==> src/rtl/id_range_parser.sv <==
// id_range_parser: ASCII-to-binary front end of the ingredient range-check chain.
// Parses "L-U\n" range lines, one blank separator line, then "N\n" ID lines, and
// emits one registered (sel, valid, data) beat per terminated number.
//
// Ports:
//   clk               clock (tck domain)
//   test_logic_reset  async, active-high reset
//   byte_valid        1-cycle strobe qualifying byte_data
//   byte_data         ASCII input byte
//   id_range_sel      1 = range bound beat, 0 = ingredient ID beat
//   id_range_valid    1-cycle strobe qualifying id_range_sel / id_range_data
//   id_range_data     decoded number, INGREDIENT_ID_RANGE_WIDTH bits
//   id_section        set once the blank separator line has been parsed
//   parse_error       sticky flag: unexpected byte or empty field seen
module id_range_parser #(
  parameter int unsigned INGREDIENT_ID_RANGE_WIDTH = 49
) (
  input  logic                                 clk,
  input  logic                                 test_logic_reset,
  input  logic                                 byte_valid,
  input  logic [7:0]                           byte_data,
  output logic                                 id_range_sel,
  output logic                                 id_range_valid,
  output logic [INGREDIENT_ID_RANGE_WIDTH-1:0] id_range_data,
  output logic                                 id_section,
  output logic                                 parse_error
);

  localparam int unsigned W = INGREDIENT_ID_RANGE_WIDTH;

  localparam logic [7:0] CH_0    = 8'h30;
  localparam logic [7:0] CH_9    = 8'h39;
  localparam logic [7:0] CH_DASH = 8'h2D;
  localparam logic [7:0] CH_LF   = 8'h0A;
  localparam logic [7:0] CH_CR   = 8'h0D;

  typedef enum logic [1:0] {
    RANGE_LO = 2'd0,
    RANGE_HI = 2'd1,
    ID       = 2'd2
  } state_e;

  state_e         state_q, state_d;
  logic [W-1:0]   acc_q, acc_d;
  logic           digit_seen_q, digit_seen_d;
  logic           valid_q, valid_d;
  logic           sel_q, sel_d;
  logic [W-1:0]   data_q, data_d;
  logic           id_section_q, id_section_d;
  logic           parse_error_q, parse_error_d;

  // Byte classification
  logic           is_digit_c;
  logic           is_dash_c;
  logic           is_lf_c;
  logic           is_cr_c;
  logic [W-1:0]   acc_times10_c;
  logic [W-1:0]   acc_digit_c;

  always_comb begin
    is_digit_c    = (byte_data >= CH_0) && (byte_data <= CH_9);
    is_dash_c     = (byte_data == CH_DASH);
    is_lf_c       = (byte_data == CH_LF);
    is_cr_c       = (byte_data == CH_CR);
    // acc*10 as (acc<<3)+(acc<<1); all terms truncated to W bits so overflow wraps
    acc_times10_c = W'(acc_q << 3) + W'(acc_q << 1);
    // '0'..'9' are 0x30..0x39, so the low nibble is the digit value
    acc_digit_c   = acc_times10_c + W'(byte_data[3:0]);
  end

  // State register
  always_ff @(posedge clk or posedge test_logic_reset) begin
    if (test_logic_reset) begin
      state_q <= RANGE_LO;
    end else begin
      state_q <= state_d;
    end
  end

  // Next-state logic; digits, '\r' and rejected bytes never move the FSM
  always_comb begin
    state_d = state_q;
    if (byte_valid && !is_digit_c && !is_cr_c) begin
      unique case (state_q)
        RANGE_LO: begin
          if (is_dash_c && digit_seen_q) begin
            state_d = RANGE_HI;
          end else if (is_lf_c && !digit_seen_q) begin
            state_d = ID;
          end
        end
        RANGE_HI: begin
          if (is_lf_c) begin
            state_d = RANGE_LO;
          end
        end
        ID: begin
          state_d = ID;
        end
        default: begin
          state_d = RANGE_LO;
        end
      endcase
    end
  end

  // Datapath and output next-values
  always_comb begin
    acc_d         = acc_q;
    digit_seen_d  = digit_seen_q;
    valid_d       = 1'b0;
    sel_d         = sel_q;
    data_d        = data_q;
    id_section_d  = id_section_q;
    parse_error_d = parse_error_q;

    if (byte_valid) begin
      if (is_digit_c) begin
        acc_d        = acc_digit_c;
        digit_seen_d = 1'b1;
      end else if (is_cr_c) begin
        acc_d = acc_q;
      end else begin
        unique case (state_q)
          RANGE_LO: begin
            if (is_dash_c && digit_seen_q) begin
              valid_d      = 1'b1;
              sel_d        = 1'b1;
              data_d       = acc_q;
              acc_d        = '0;
              digit_seen_d = 1'b0;
            end else if (is_lf_c && !digit_seen_q) begin
              id_section_d = 1'b1;
            end else if (is_lf_c) begin
              // Lone number with no '-': discard it
              parse_error_d = 1'b1;
              acc_d         = '0;
              digit_seen_d  = 1'b0;
            end else begin
              parse_error_d = 1'b1;
            end
          end
          RANGE_HI: begin
            if (is_lf_c && digit_seen_q) begin
              valid_d      = 1'b1;
              sel_d        = 1'b1;
              data_d       = acc_q;
              acc_d        = '0;
              digit_seen_d = 1'b0;
            end else if (is_lf_c) begin
              parse_error_d = 1'b1;
              acc_d         = '0;
              digit_seen_d  = 1'b0;
            end else begin
              parse_error_d = 1'b1;
            end
          end
          ID: begin
            if (is_lf_c && digit_seen_q) begin
              valid_d      = 1'b1;
              sel_d        = 1'b0;
              data_d       = acc_q;
              acc_d        = '0;
              digit_seen_d = 1'b0;
            end else if (!is_lf_c) begin
              parse_error_d = 1'b1;
            end
          end
          default: begin
            parse_error_d = 1'b1;
          end
        endcase
      end
    end
  end

  // Datapath and output registers
  always_ff @(posedge clk or posedge test_logic_reset) begin
    if (test_logic_reset) begin
      acc_q         <= '0;
      digit_seen_q  <= 1'b0;
      valid_q       <= 1'b0;
      sel_q         <= 1'b0;
      data_q        <= '0;
      id_section_q  <= 1'b0;
      parse_error_q <= 1'b0;
    end else begin
      acc_q         <= acc_d;
      digit_seen_q  <= digit_seen_d;
      valid_q       <= valid_d;
      sel_q         <= sel_d;
      data_q        <= data_d;
      id_section_q  <= id_section_d;
      parse_error_q <= parse_error_d;
    end
  end

  assign id_range_valid = valid_q;
  assign id_range_sel   = sel_q;
  assign id_range_data  = data_q;
  assign id_section     = id_section_q;
  assign parse_error    = parse_error_q;

endmodule
==> config.mk <==
export PLATFORM = sky130hd
export DESIGN_NAME = id_range_parser
export DESIGN_NICKNAME = d
export VERILOG_FILES = /design/src/rtl/id_range_parser.sv
export SDC_FILE = /design/constraint.sdc
export NUM_CORES = 1
export LEC_CHECK = 0
export CAP_MARGIN = 20
export CORE_MARGIN = 8
export CORE_UTILIZATION = 59
export DETAILED_ROUTE_END_ITERATION = 8
export PLACE_DENSITY = 0.81
export SLEW_MARGIN = 20
export SYNTH_ARGS = -nofsm -noshare
export SYNTH_HDL_FRONTEND = slang
export SYNTH_SLANG_ARGS = --single-unit
==> constraint.sdc <==
create_clock -name clk -period 4.8 [get_ports clk]
set_clock_uncertainty 0.2 [all_clocks]
set_input_delay 1.44 -clock clk [delete_from_list [all_inputs] [get_ports clk]]
set_output_delay 1.44 -clock clk [all_outputs]
set_load 0.03 [all_outputs]
==> flow_summary.ini <==
[synthesis]
synth.net_count = 884
synth_area_leaders = dfrtp_1 35%, ha_1 16%, mux2_2 7.4%
synth_area_mm2 = 0.007450
synthFlopType = dfrtp_1
synth_top_area_cell = dfrtp_1
yosysMostFrequentCell = dfrtp_1
synthArstFlopShare_pct = 100.0
ys_types = 70
synth_area_per_cell_um2 = 9.612
yosysWarnings = 0
ys_seq_elements = 105
synthTopCellsByCount = 105 x dfrtp_1, 96 x ha_1, 83 x nand2_1, 57 x o21ai_0, 56 x a21oi_1
synth_edf_count = 0
postSynthCellCount = 775
ys_seq_area_share_pct = 35.27
synth_top_area_share_pct = 35.27

[sta]
worst_slew_pin_slew_ns = 0.7785
drv_slew = 0
final_period_minus_worst_setup_slack_ns = 4.562
finalHoldViolCount = 0
slew_headroom_pct = 47.86
rsz0062_at_grt = no
setup_violations = 0
fin_crit_sh_pct = 95.03
fmax_mhz = 219.2

[global_routing]
grt_use_total_pct = 23.22
grt_first_pass_wirelength_um = 31260
antenna_found_initial = 0
grt_max_degree = 58
grt_overflow = 0
grt_pass1_vias = 6567

[layout]
drive_above_1_share_pct = 13.73
antenna_cells = 0
final_util_pct = 70.34
area_delta_synth_final_pct = 17.70
nets = 957

[placement]
portBuffers = 63
hpwlAfterDp_um = 13360
gp_congestion = 0.8872

[outcome]
status = complete, no violations

[clocking]
clk_pin_slew_ns = 0.07
cts_root_buf = clkbuf_16
clock_sinks = 105
clk_latency_ns = 0.36
clock_path_buffers = 2
cts_tree = built
htree_levels = 3
tritoncts.num_buffers = 9

[critical_path]
end_kind = flip-flop
start_kind = input pin
cp_data_arrival_time_ns = 4.60
crit_type = input pin to flip-flop
path_max_fanout = 5
required_ns = 4.84

[route]
drc_errors = 0
drt_iter0_drc = 458
avgViaCountPerCell = 6.127
post_drt_wl_per_cell_um = 18.02
routed_wl_um = 18450
drt_pass1_iterations = 5
detail-route-antenna-nets = 0
via_count = 6274

[power]
p_total_w = 0.002396
irDropWorstVdd_v = 0.0002005
p_leak_nw = 4.415
powerDensity_mw_per_mm2 = 273.2

[floorplanning]
coreArea_mm2 = 0.01247
io-pin-count = 64
die_h_um = 128.4
initial_core_util_pct = 59.76
rows = 41
fp.dieW_um = 128.4
die_area_mm2 = 0.01648

[hold_path]
hp-class = flip-flop to flip-flop

[flow_run]
maxCapViolCount = 0
## cell type report
class | count | area (µm²)
inverter | 29 | 111.4
multi-input combinational | 607 | 4609
clock buffer | 10 | 239.0
clock inverter | 5 | 56.30
timing repair buffer | 96 | 909.6
sequential | 105 | 2628
fill | 935 | 3697
tap | 172 | 215.2
## report_power, final
| group | switching, W | leakage, nW | total [W] | internal [W] |
|---|---|---|---|---|
| clock network | 0.000339 | 0.144 | 0.000755 | 0.000415 |
| registers | 0.0000583 | 1.45 | 0.00101 | 0.000951 |
| logic | 0.000380 | 2.82 | 0.000632 | 0.000252 |
| total | 0.000778 | 4.42 | 0.00240 | 0.00162 |
## cells by family after synthesis
logic type | count (synthesis) | share of synthesized area (%)
compound gates | 230 | 21.10
simple gates | 197 | 12.24
flops | 105 | 35.27
fa+ha+maj | 98 | 16.66
buf+inv | 63 | 3.376
mux | 53 | 7.944
xor+xnor | 29 | 3.409
## worst max-delay path, cell delays in order
cell and delay [ns]:
clkdlybuf4s50_1 0.43, ha_1 0.29, ha_1 0.17, inv_1 0.06, fa_1 0.38, nand2b_1 0.21
a21oi_2 0.16, o21ai_1 0.12, a2111oi_2 0.44, o221ai_1 0.15, nor3b_2 0.21, o2111a_1 0.26
a221o_1 0.27
## per-stage QoR
stage               setup slack (ns)  cells  TNS, ns  instance area [µm²]  hold WS, ns
floorplan                     0.2339    775        0                 7450       0.2740
global placement             -0.3456    997   -5.357                 8351       0.2440
detailed placement           -0.4637    997   -7.187                 8351       0.2648
CTS                         0.004758   1024        0                 8748       0.2855
global route                 0.01666   1024        0                 8768       0.2997
finish                        0.2385   1024        0                 8768       0.2853
## sequential cells by signal (all words and copies together) (netlist names)
| register | count |
|---|---|
| id_range_valid | 1 |
| state_q | 2 |
| parse_error | 1 |
| acc_q | 49 |
| id_range_data | 49 |
| digit_seen_q | 1 |
| id_range_sel | 1 |
| id_section | 1 |
## worst paths after layout
path	startpoint	end	slack, ns	depth (start not counted)
worst max-delay path	byte_data[2]	acc_q[48]	0.24	13
worst min-delay path	parse_error	parse_error	0.29	1
worst max register to register	acc_q[2]	acc_q[7]	0.99	21
worst min register to register	parse_error	parse_error	0.29	1
max in group asynchronous	test_logic_reset	acc_q[35]	2.31	3
min in group asynchronous	test_logic_reset	id_range_data[12]	1.33	2
## cell usage in the layout (no fill, tap or decap), drive strengths merged, types with 15 or more instances in the layout
| master | n |
|---|---|
| xnor2 | 19 |
| nand4 | 15 |
| clkdlybuf4s50 | 62 |
| nand2 | 84 |
| buf | 33 |
| a21o | 26 |
| o21ai | 60 |
| inv | 29 |
| mux2 | 49 |
| nand3 | 16 |
| dfrtp | 105 |
| ha | 96 |
| a21oi | 58 |
| nor2 | 42 |
## per-layer routing
| layer | wire length [µm] | up-vias | share of wire (%) | GRT usage (%) |
|---|---|---|---|---|
| met5 | 0 | - | 0 | 0 |
| met4 | 406 | 0 | 2.2 | 9.790 |
| met3 | 797 | 32 | 4.3 | 3.889 |
| met2 | 9009 | 141 | 49 | 39.09 |
| met1 | 8236 | 3097 | 45 | 28.93 |
| li1 | - | 3004 | - | - |
## timing repair
| action | 4_1_cts | 5_1_grt |
|---|---|---|
| setup endpoints to repair | 8 | 19 |
| gates resized for setup | 3 | 4 |
| setup buffers | 12 | 0 |
| hold buffers | 0 | 0 |
| pin swaps | 2 | 4 |
Note: power is estimated with default switching activity, not from simulation.
